**config.mk**
```make
export PLATFORM = sky130hd
export DESIGN_NAME = led_cmd_sequencer
export DESIGN_NICKNAME = d
export VERILOG_FILES = /design/src/rtl/led_cmd_sequencer.sv
export SDC_FILE = /design/constraint.sdc
export NUM_CORES = 1
export LEC_CHECK = 0
export ABC_AREA = 1
export CAP_MARGIN = 20
export CORE_MARGIN = 1.5
export CORE_UTILIZATION = 49
export CTS_BUF_LIST = sky130_fd_sc_hd__clkbuf_8
export DETAILED_ROUTE_END_ITERATION = 16
export PLACE_DENSITY = 0.68
export SLEW_MARGIN = 10
export SYNTH_ARGS = -nofsm -noshare
export SYNTH_HDL_FRONTEND = slang
export SYNTH_SLANG_ARGS = --single-unit
```
**constraint.sdc**
```tcl
create_clock -name i_clk -period 2.85 [get_ports i_clk]
set_input_delay 0.57 -clock i_clk [delete_from_list [all_inputs] [get_ports i_clk]]
set_output_delay 0.57 -clock i_clk [all_outputs]
set_load 0.02 [all_outputs]
```
**src/rtl/led_cmd_sequencer.sv**
```systemverilog
// SPI command decoder, pixel-write queue and frame-RAM arbiter for a
// double-buffered LED matrix: scanner reads share the RAM port with queued writes.
module led_cmd_sequencer #(
  parameter int STARVE_MAX = 8,
  parameter int FIFO_DEPTH = 4
) (
  input  logic        i_clk,
  input  logic        i_rst_n,
  input  logic [31:0] i_data,
  input  logic        i_valid,
  input  logic        i_rd_req,
  input  logic [9:0]  i_rd_addr,
  input  logic        i_frame_sync,
  output logic [10:0] o_ram_addr,
  output logic        o_ram_we,
  output logic [23:0] o_ram_wdata,
  output logic        o_rd_ack,
  output logic        o_bank,
  output logic        o_enable,
  output logic [7:0]  o_bright,
  output logic        o_overflow
);

  localparam int PTR_W    = (FIFO_DEPTH > 1) ? $clog2(FIFO_DEPTH) : 1;
  localparam int CNT_W    = $clog2(FIFO_DEPTH + 1);
  localparam int STARVE_W = $clog2(STARVE_MAX + 1);

  typedef enum logic [1:0] {
    IDLE,
    RD,
    WR
  } arb_state_t;

  arb_state_t state, state_next;

  logic [1:0]          rst_sync;
  logic                rst_n;
  logic [9:0]          wptr;
  logic                swap_pending;
  logic [34:0]         fifo_mem [FIFO_DEPTH];
  logic [PTR_W-1:0]    wr_idx, rd_idx;
  logic [CNT_W-1:0]    fifo_count;
  logic [STARVE_W-1:0] starve_cnt;
  logic                fifo_empty, fifo_full, starved;
  logic                cmd_set_addr, cmd_write, cmd_control;
  logic                push, pop, rd_grant, wr_grant;
  logic [34:0]         fifo_head;
  logic                unused_data_bits;

  // Release of reset is resynchronised so nothing is granted until two edges after release.
  always_ff @(posedge i_clk or negedge i_rst_n) begin
    if (!i_rst_n) rst_sync <= 2'b00;
    else          rst_sync <= {rst_sync[0], 1'b1};
  end

  assign rst_n = rst_sync[1];

  assign cmd_set_addr = i_valid && (i_data[31:30] == 2'b01);
  assign cmd_write    = i_valid && (i_data[31:30] == 2'b10);
  assign cmd_control  = i_valid && (i_data[31:30] == 2'b11);

  assign fifo_empty = (fifo_count == '0);
  assign fifo_full  = (fifo_count == CNT_W'(FIFO_DEPTH));
  assign starved    = (starve_cnt >= STARVE_W'(STARVE_MAX));
  assign fifo_head  = fifo_mem[rd_idx];
  assign pop        = wr_grant;
  assign push       = cmd_write && (!fifo_full || pop);
  assign unused_data_bits = ^i_data[29:24];

  always_comb begin
    state_next = state;
    rd_grant   = 1'b0;
    wr_grant   = 1'b0;
    case (state)
      IDLE: begin
        if (i_rd_req && !starved) begin
          state_next = RD;
          rd_grant   = 1'b1;
        end else if (!fifo_empty) begin
          state_next = WR;
          wr_grant   = 1'b1;
        end
      end
      RD:      state_next = IDLE;
      WR:      state_next = IDLE;
      default: state_next = IDLE;
    endcase
  end

  always_ff @(posedge i_clk or negedge rst_n) begin
    if (!rst_n) state <= IDLE;
    else        state <= state_next;
  end

  // RAM-side outputs are registered copies of the grant decision; address and data hold between grants.
  always_ff @(posedge i_clk or negedge rst_n) begin
    if (!rst_n) begin
      o_rd_ack    <= 1'b0;
      o_ram_we    <= 1'b0;
      o_ram_addr  <= '0;
      o_ram_wdata <= '0;
    end else begin
      o_rd_ack <= rd_grant;
      o_ram_we <= wr_grant;
      if (rd_grant) begin
        o_ram_addr <= {o_bank, i_rd_addr};
      end else if (wr_grant) begin
        o_ram_addr  <= fifo_head[34:24];
        o_ram_wdata <= fifo_head[23:0];
      end
    end
  end

  always_ff @(posedge i_clk) begin
    if (push) fifo_mem[wr_idx] <= {~o_bank, wptr, i_data[23:0]};
  end

  always_ff @(posedge i_clk or negedge rst_n) begin
    if (!rst_n) begin
      wr_idx     <= '0;
      rd_idx     <= '0;
      fifo_count <= '0;
      starve_cnt <= '0;
    end else begin
      if (push) wr_idx <= wr_idx + PTR_W'(1);
      if (pop)  rd_idx <= rd_idx + PTR_W'(1);
      fifo_count <= fifo_count + CNT_W'(push) - CNT_W'(pop);
      if (wr_grant || fifo_empty) starve_cnt <= '0;
      else if (!starved)          starve_cnt <= starve_cnt + STARVE_W'(1);
    end
  end

  // A new swap request in the same cycle as a completed swap leaves the flag set.
  always_ff @(posedge i_clk or negedge rst_n) begin
    if (!rst_n) begin
      wptr         <= '0;
      o_bright     <= 8'h80;
      o_enable     <= 1'b0;
      o_overflow   <= 1'b0;
      o_bank       <= 1'b0;
      swap_pending <= 1'b0;
    end else begin
      if (cmd_set_addr) wptr <= i_data[9:0];
      if (push)         wptr <= wptr + 10'd1;
      if (cmd_write && !push) o_overflow <= 1'b1;
      if (i_frame_sync && swap_pending && fifo_empty) begin
        o_bank       <= ~o_bank;
        swap_pending <= 1'b0;
      end
      if (cmd_control) begin
        o_bright <= i_data[7:0];
        o_enable <= i_data[8];
        if (i_data[9])  swap_pending <= 1'b1;
        if (i_data[10]) o_overflow   <= 1'b0;
      end
    end
  end

endmodule

```
==> impl_metrics.env, run 1 <==
export IMPL_cts_num_sinks=214
export IMPL_syn_to_final_growth_pct=21.4
export IMPL_critPathBufInv=1
export IMPL_grt_pass1_vias=5728
export IMPL_grt_antenna_before_repair=0
export IMPL_post_place_ws_ns=0.226
export IMPL_die_width_um=136
export IMPL_leakage_nw=4.17
export IMPL_seq_area_um2=6060
export IMPL_htreeDepth=2
export IMPL_routed_wl_um=18200
export IMPL_synth_area_top_cells="edfxtp_1 48%, dfrtp_1 21%, nor2_1 7.0%, nand2_1 4.8%, o21ai_0 3.8%"
export IMPL_ctsHoldBuffers=0
export IMPL_syn_area_um2=8680
export IMPL_status="complete, no violations"
export IMPL_cts_buffers=35
export IMPL_cp_data_arrival_time_ns=1.64
export IMPL_path_depth=1
export IMPL_synth_mux_area_frac=0
export IMPL_worstReg2RegEnd="fifo_count[2]"
export IMPL_io_pins=95
export IMPL_synth_seq_cells=214
export IMPL_critPathLaunchType="flip-flop"
export IMPL_tritoncts="yes"
export IMPL_crit_path_max_fanout=2
export IMPL_vdd_drop_max_uv=464
export IMPL_cpLargestDelayFamily="buffers and inverters"
export IMPL_setup_viol=0
export IMPL_netlist_top_cells_count="162 x nor2_1, 140 x edfxtp_1, 111 x nand2_1, 73 x dfrtp_1, 66 x o21ai_0"
export IMPL_grt_pass1_wl_um=29000
export IMPL_syn_inst=758
export IMPL_synth_top_family_by_area="simple AND/OR/NAND/NOR gates"
export IMPL_critPathSlowestCell="clkdlybuf4s50_1"
export IMPL_rsz0062_at_grt="false"
export IMPL_multi_input_area_um2=2270
export IMPL_r2r_cells=9
export IMPL_drtIter0Drc=352
export IMPL_core_area_um2=17300
export IMPL_place_hpwl_um=11000
export IMPL_clock_path_buffers=3
export IMPL_reg2reg_from="fifo_count[1]"
export IMPL_p_total_w=0.0103
export IMPL_post_route_cells_drive_above_1_share=0.107
export IMPL_hold_path_class="in2async"
export IMPL_tightest_slew_ns=0.905
export IMPL_io_buffer_count=88
export IMPL_critPathKind="reg2out"
export IMPL_clk_latency_ns=0.50
export IMPL_gr_total_overflow=0
export IMPL_layout_setup_ws_ns=0.642
export IMPL_fin_crit_sh=0.775
export IMPL_drt_pre_antenna_iters=5
export IMPL_cts_resized=0
export IMPL_yosysTopAreaCell="edfxtp_1"
export IMPL_synthArstFlopShare=0.346
export IMPL_die_height_um=136
export IMPL_start_util=0.502
export IMPL_ys_warn_count=0
export IMPL_cts_root_buf="clkbuf_8"
export IMPL_track_usage=0.206
export IMPL_grt_max_degree=62
export IMPL_r2r_slack_ns=0.79
export IMPL_slew_headroom=0.397
export IMPL_cts_setup_buffers=0
export IMPL_synth_edf_count=140
export IMPL_fill_cells=1341
export IMPL_viasPerCell=5.18
export IMPL_diodes=0
export IMPL_cp_end_kind="output pin"
export IMPL_synth_adder_area_share=0.0153
export IMPL_synth_simple_area_share=0.149
export IMPL_wire_per_inst_um=16.2
export IMPL_min_period_ns=2.21
export IMPL_cp_slowest_stage_delay_ns=0.60
export IMPL_power_density_nw_per_um2=979
export IMPL_synth_top_area_frac=0.484
export IMPL_synth_compound_area_share=0.0860
export IMPL_synth_nets=815
export IMPL_worstPathCellList="clkdlybuf4s50_1"
export IMPL_cap_violations=0
export IMPL_layout_nets=925
export IMPL_gp_congestion=0.775
export IMPL_synth_ff_type="edfxtp_1"
export IMPL_yosys_cell_types_count=36
export IMPL_drt_antenna_violating_nets=0
export IMPL_final_setup_skew_ns=0.0136
export IMPL_fmax_ghz=0.453
export IMPL_avgSynthCellArea_um2=11.5
export IMPL_std_cell_rows=48
export IMPL_via_count=5801
export IMPL_slew_violations=0
export IMPL_fp_dieArea_um2=18500
export IMPL_drc=0
export IMPL_yosysMostFrequentCell="nor2_1"
export IMPL_fin_tns_setup_ns=0
export IMPL_path_clk_slew_ns=0.06
export IMPL_worst_ep_required_time_ns=2.28
export IMPL_seq_area_frac_synth=0.698
export IMPL_synth_xor_area_frac=0.00807
export IMPL_final_hold_viol_count=0
-- flip-flops by register name (all words and copies together), names as in the netlist --
register	count
fifo_mem	140
o_ram_we	1
fifo_count	3
o_enable	1
o_ram_addr	11
o_overflow	1
o_ram_wdata	24
wptr	10
o_bright	8
swap_pending	1
starve_cnt	4
o_rd_ack	1
rd_idx	2
state	2
rst_sync	2
wr_idx	2
o_bank	1
-- routing by layer --
layer	track usage	part of all wire	vias to the layer above
met4	0.0585	0.015	0
met5	0	0	-
li1	-	-	2801
met3	0.0395	0.057	28
met2	0.348	0.49	172
met1	0.271	0.44	2800
-- area by class of cell --
class	instances	area share
multi-input combinational	458	0.216
sequential	214	0.575
clock inverter	25	0.00997
tap	225	0.0267
inverter	52	0.0185
timing repair buffer	107	0.103
clock buffer	39	0.0509
-- worst max-delay path by stage --
| stage | endpoint | from | slack, ns |
|---|---|---|---|
| after CTS | o_bright[7] | o_bright[7] | 0.61 |
| after floorplan | fifo_mem[0][0] | i_data[30] | -0.19 |
| after global placement | fifo_count[1] | i_data[30] | 0.29 |
| final | o_bright[7] | o_bright[7] | 0.64 |
| after global routing | o_bright[7] | o_bright[7] | 0.59 |
| after detailed placement | fifo_count[2] | i_data[30] | 0.23 |
-- cells in the final DEF, fill, tap and decap left out, types with 2 or more instances in the layout --
cell type and count:
clkinv_2 2, xor2_1 4, clkdlybuf4s50_1 88, edfxtp_1 140, inv_1 67, buf_12 5, nand3_2 2, o21ai_0 66
a21oi_1 6, clkbuf_8 39, o21ai_1 8, buf_4 14, nor3_4 2, dfrtp_1 71, nor2_1 158, nor2_2 12
nand2_1 111, a31oi_1 24, ha_1 9, nand3_1 15, o211ai_1 22, inv_2 5, xnor2_1 4, nor2_4 5
-- logic make-up (layout without fill, tap and decap cells) --
| family | count (synthesis) | after routing |
|---|---|---|
| buffers and inverters | 86 | 223 |
| other | 1 | 1 |
| AO/OA/AOI/OAI | 129 | 129 |
| XOR/XNOR | 8 | 8 |
| flip-flops | 214 | 214 |
| adder cells (fa/ha/maj) | 10 | 10 |
| AND/OR/NAND/NOR | 310 | 310 |
-- per-stage QoR --
stage / cell area [µm²] / hold WS, ns / utilization / instances
after floorplan: 8680 / 0.274 / - / 758
after global placement: 9900 / 0.338 / 0.572 / 1056
after detailed placement: 9900 / 0.343 / 0.572 / 1056
after CTS: 10500 / 0.205 / 0.609 / 1120
after global routing: 10500 / 0.209 / 0.609 / 1120
final: 10500 / 0.229 / 0.609 / 1120
-- report_power, final --
| group | leakage [nW] | internal, W | total (W) | switching (W) |
|---|---|---|---|---|
| Clock | 0.401 | 0.00126 | 0.00240 | 0.00114 |
| Combinational | 1.63 | 0.00141 | 0.00359 | 0.00218 |
| Sequential | 2.14 | 0.00394 | 0.00433 | 0.000395 |
No activity file was read; power rests on OpenSTA's default activity.
==> inputs of run 2 (changes only) <==
PLACE_DENSITY = 0.71   (was 0.68)
clock period = 1.89 ns   (was 2.85 ns; I/O delays follow)
==> impl_metrics.env, run 2 (synthesis results as in run 1) <==
export IMPL_status="complete, no violations"
export IMPL_setup_viol=0
export IMPL_crit_path_max_fanout=3
export IMPL_diodes=0
export IMPL_tritoncts="yes"
export IMPL_drtIter0Drc=383
export IMPL_fmax_ghz=0.531
export IMPL_largest_reg_flops=140
export IMPL_r2r_cells=9
export IMPL_cts_buffers=36
export IMPL_track_usage=0.202
export IMPL_critPathKind="reg2reg"
export IMPL_cts_num_sinks=214
export IMPL_clk_latency_ns=0.52
export IMPL_vdd_drop_max_uv=762
export IMPL_cts_root_buf="clkbuf_8"
export IMPL_worstPathCellList="nor3_4 -> nand2_4 -> nand2_4 -> ha_4 -> inv_4 -> ha_4 -> inv_2 -> fa_2 -> inv_2"
export IMPL_final_hold_viol_count=0
export IMPL_cap_violations=0
export IMPL_ctsHoldBuffers=0
export IMPL_layout_common_cells="158 x nor2_1, 140 x edfxtp_1, 109 x nand2_1, 69 x dfrtp_1, 66 x o21ai_0"
export IMPL_fill_cells=1393
export IMPL_fp_dieArea_um2=18500
export IMPL_cp_end_kind="flip-flop"
export IMPL_slew_violations=0
export IMPL_cp_slowest_stage_delay_ns=0.51
export IMPL_worst_ep_required_time_ns=2.30
export IMPL_critPathSlowestCell="fa_2"
export IMPL_die_height_um=136
export IMPL_worstReg2RegEnd="fifo_count[1]"
export IMPL_reg2reg_from="fifo_count[1]"
export IMPL_start_util=0.502
export IMPL_grt_max_degree=61
export IMPL_grt_pass1_wl_um=29000
export IMPL_via_count=5816
export IMPL_grt_antenna_before_repair=0
export IMPL_top_register="fifo_mem"
export IMPL_drt_antenna_violating_nets=0
export IMPL_final_setup_skew_ns=0.0191
export IMPL_layout_nets=949
export IMPL_core_area_um2=17300
export IMPL_cp_data_arrival_time_ns=2.29
export IMPL_hold_path_class="in2async"
export IMPL_syn_to_final_growth_pct=24.8
export IMPL_rsz0062_at_grt="true"
export IMPL_routed_wl_um=18000
export IMPL_critPathLaunchType="flip-flop"
export IMPL_gp_congestion=0.823
export IMPL_top_regs="fifo_mem x140, o_ram_wdata x24, o_ram_addr x11"
export IMPL_r2r_slack_ns=0.007
export IMPL_io_pins=95
export IMPL_fin_hold_ws_ns=0.0356
export IMPL_place_hpwl_um=11600
export IMPL_std_cell_rows=48
export IMPL_grt_pass1_vias=5721
export IMPL_drt_pre_antenna_iters=5
export IMPL_mostFrequentLayoutCell="nor2_1"
export IMPL_power_density_nw_per_um2=1460
export IMPL_htreeDepth=2
export IMPL_post_route_cells_drive_above_1_share=0.140
export IMPL_clock_path_buffers=3
export IMPL_path_clk_slew_ns=0.06
export IMPL_gr_total_overflow=0
export IMPL_io_buffer_count=88
export IMPL_drc=0
export IMPL_leakage_nw=4.38
export IMPL_fin_crit_sh=0.996
export IMPL_die_width_um=136
export IMPL_min_period_ns=1.88
export IMPL_viasPerCell=5.09
export IMPL_final_util=0.626
export IMPL_fin_tns_setup_ns=0
export IMPL_wire_per_inst_um=15.8
## run 2: worst max path at each step
stage	start	end	depth (start not counted)	slack (ns)
after floorplan	starve_cnt[3]	fifo_count[2]	12	-0.11
after global placement	i_rd_req	fifo_count[1]	11	-0.36
after detailed placement	i_rd_req	fifo_count[2]	11	-0.39
after CTS	o_ram_wdata[6]	o_ram_wdata[6]	1	0.002
after global routing	fifo_count[1]	fifo_count[1]	9	-0.05
final	fifo_count[1]	fifo_count[1]	9	0.007
## run 2: area by class of cell
class	count	area, µm²	area share
inverters	52	198	0.0182
flip-flops and latches	214	6060	0.560
repair buffers	130	1330	0.123
multi-input cells	458	2320	0.214
well taps	225	282	0.0260
clock buffers	39	537	0.0495
clock inverters	24	100	0.00924
## run 2: critical path, delay by kind of cell (launching register included)
kind          cells  cell delay (ns)
simple gates      3             0.41
fa+ha+maj         3             0.82
buf+inv           3             0.11
flops             1             0.43
## run 2: report_power, final
part | switching, W | internal (W) | leakage (nW)
sequential | 0.000586 | 0.00594 | 2.14
combinational | 0.00336 | 0.00229 | 1.87
clock | 0.00173 | 0.00190 | 0.378
total | 0.00568 | 0.0101 | 4.38
## run 2: through the flow
stage | total power [W] | cells | worst slack (ns) | instance area, µm²
floorplan | 0.0101 | 758 | -0.111 | 8760
global placement | 0.0122 | 1076 | -0.365 | 10200
detailed placement | 0.0123 | 1076 | -0.389 | 10200
CTS | 0.0159 | 1139 | 0.00223 | 10800
global route | 0.0168 | 1142 | -0.0495 | 10800
finish | 0.0158 | 1142 | 0.00709 | 10800
## run 2: routing by layer
layer  global-route usage  share of wire  vias to the layer above
met5                    0              0                        -
met3               0.0395          0.056                       32
met4               0.0686          0.021                        0
met1                0.271           0.44                     2770
met2                0.333           0.48                      173
li1                     -              -                     2841
## run 2: what timing repair did
action	in CTS	in global routing
pin swaps	0	8
buffers inserted	0	3
gates resized for setup	18	14
endpoints found under the setup margin	18	10
==> inputs of run 3 (changes only) <==
CELL_PAD_IN_SITES_DETAIL_PLACEMENT = 1   (was not set)
CELL_PAD_IN_SITES_GLOBAL_PLACEMENT = 1   (was not set)
CORE_UTILIZATION = 42   (was 49)
PLACE_DENSITY = 0.75   (was 0.71)
==> impl_metrics.env, run 3 (synthesis results as in run 1) <==
export IMPL_cp_slowest_stage_delay_ns=0.37
export IMPL_slew_headroom=0.649
export IMPL_core_area_um2=20200
export IMPL_cp_data_arrival_time_ns=2.23
export IMPL_syn_to_final_growth_pct=26.9
export IMPL_clk_latency_ns=0.53
export IMPL_cts_root_buf="clkbuf_8"
export IMPL_tritoncts="yes"
export IMPL_worst_ep_required_time_ns=2.27
export IMPL_reg2reg_from="fifo_count[2]"
export IMPL_crit_path_max_fanout=2
export IMPL_layout_common_cells="157 x nor2_1, 140 x edfxtp_1, 109 x nand2_1, 69 x dfrtp_1, 66 x o21ai_0"
export IMPL_drtIter0Drc=213
export IMPL_via_count=6082
export IMPL_largest_reg_flops=140
export IMPL_fin_hold_ws_ns=0.226
export IMPL_slew_violations=0
export IMPL_wire_per_inst_um=18.5
export IMPL_layout_nets=959
export IMPL_top_register="fifo_mem"
export IMPL_leakage_nw=4.55
export IMPL_vdd_drop_max_uv=556
export IMPL_diodes=0
export IMPL_gp_congestion=0.815
export IMPL_path_clk_slew_ns=0.06
export IMPL_post_route_cells_drive_above_1_share=0.154
export IMPL_viasPerCell=5.06
export IMPL_critPathLaunchType="flip-flop"
export IMPL_fin_crit_sh=0.979
export IMPL_final_hold_viol_count=0
export IMPL_fp_dieArea_um2=21500
export IMPL_critPathSlowestCell="dfrtp_1"
export IMPL_p_total_w=0.0165
export IMPL_clock_path_buffers=3
export IMPL_routed_wl_um=22200
export IMPL_hold_path_class="reg2async"
export IMPL_worstPathCellList="inv_2 -> nor3_4 -> nand2_2 -> nand2_4 -> ha_4 -> inv_2 -> ha_4 -> inv_2 -> fa_1 -> xnor2_1"
export IMPL_setup_viol=0
export IMPL_place_area_um2=10200
export IMPL_fin_area_um2=11000
export IMPL_critPathKind="reg2reg"
export IMPL_status="complete, no violations"
export IMPL_final_setup_skew_ns=0.0265
export IMPL_tightest_slew_ns=0.527
export IMPL_place_hpwl_um=14700
export IMPL_track_usage=0.213
export IMPL_htreeDepth=2
export IMPL_io_buffer_count=88
export IMPL_start_util=0.429
export IMPL_grt_pass1_wl_um=35500
export IMPL_top_regs="fifo_mem x140, o_ram_wdata x24, o_ram_addr x11"
export IMPL_grt_max_degree=47
export IMPL_cts_buffers=38
export IMPL_gr_total_overflow=0
export IMPL_grt_pass1_vias=6744
export IMPL_fmax_ghz=0.541
export IMPL_mostFrequentLayoutCell="nor2_1"
export IMPL_rsz0062_at_grt="true"
export IMPL_std_cell_rows=52
export IMPL_min_period_ns=1.85
export IMPL_cpLargestDelayFamily="adder cells"
export IMPL_cap_violations=0
export IMPL_grt_antenna_before_repair=0
export IMPL_timing_critical_path_mode_cell="inv_2"
export IMPL_io_pins=95
export IMPL_cp_end_kind="flip-flop"
export IMPL_drt_antenna_violating_nets=0
export IMPL_power_density_nw_per_um2=1490
export IMPL_startpoint="fifo_count[2]"
export IMPL_cts_num_sinks=214
export IMPL_die_height_um=147
export IMPL_drt_pre_antenna_iters=5
export IMPL_critPathBufInv=3
export IMPL_die_width_um=147
export IMPL_drc=0
run 3: changes by cell type in the layout (fill, tap and decap cells not counted), moves of 5 or more:
cell | previous run | this run
dlygate4sd2_1 | 18 | 23
clkinv_1 | 6 | 13
clkdlybuf4s50_1 | 62 | 44
dlymetal6s2s_1 | 8 | 21
buf_4 | 31 | 41
inv_1 | 59 | 50
run 3: path summary, 6_finish.rpt:
check / to / slack (ns) / cells after the start
max: fifo_count[2] / 0.04 / 10
min: o_ram_wdata[10] / 0.23 / 0
max reg2reg: fifo_count[2] / 0.04 / 10
min reg2reg: o_ram_wdata[10] / 0.23 / 0
max in group asynchronous: rd_idx[0] / 1.00 / 1
min in group i_clk: rst_sync[1] / 0.37 / 0
run 3: worst register-to-register path, stage by stage, from the launching register on:
cell	delay, ns
dfrtp_1	0.37
inv_2	0.06
nor3_4	0.21
nand2_2	0.10
nand2_4	0.08
ha_4	0.20
inv_2	0.06
ha_4	0.11
inv_2	0.03
fa_1	0.37
xnor2_1	0.14
run 3: repair_timing:
| action | CTS | global route |
|---|---|---|
| setup endpoints to repair | 25 | 23 |
| setup buffers | 2 | 6 |
| hold buffers | 1 | 0 |
| gates resized for setup | 23 | 25 |
| hold endpoints to repair | 2 | 0 |
| pin swaps | 3 | 3 |
run 3: metal layers:
| layer | global-route usage | vias to the layer above | wire length (µm) |
|---|---|---|---|
| li1 | - | 2856 | - |
| met1 | 0.257 | 3048 | 9200 |
| met2 | 0.380 | 134 | 11600 |
| met3 | 0.0413 | 44 | 899 |
| met4 | 0.0737 | 0 | 542 |
| met5 | 0 | - | 0 |
run 3: final cells by class:
| class | instances | area [µm²] |
|---|---|---|
| Multi-Input combinational cell | 458 | 2320 |
| Fill cell | 2139 | 9210 |
| Tap cell | 270 | 338 |
| Timing Repair Buffer | 138 | 1380 |
| Clock inverter | 26 | 134 |
| Inverter | 52 | 195 |
| Clock buffer | 43 | 592 |
| Sequential cell | 214 | 6060 |
run 3: per-stage QoR:
| step | worst slack, ns | cells | setup TNS (ns) | utilization |
|---|---|---|---|---|
| finish | 0.0405 | 1201 | 0 | 0.545 |
| global route | -0.0627 | 1201 | -0.118 | 0.545 |
| CTS | 0.00141 | 1195 | 0 | 0.539 |
| detailed placement | -0.436 | 1123 | -33.40 | 0.504 |
| global placement | -0.378 | 1123 | -24.51 | 0.504 |
| floorplan | -0.111 | 758 | -0.221 | - |
run 3: power by group:
| part | total [W] | switching, W | leakage [nW] | internal [W] |
|---|---|---|---|---|
| clock | 0.00409 | 0.00187 | 0.395 | 0.00222 |
| combinational | 0.00581 | 0.00357 | 2.02 | 0.00224 |
| sequential | 0.00655 | 0.000610 | 2.14 | 0.00594 |
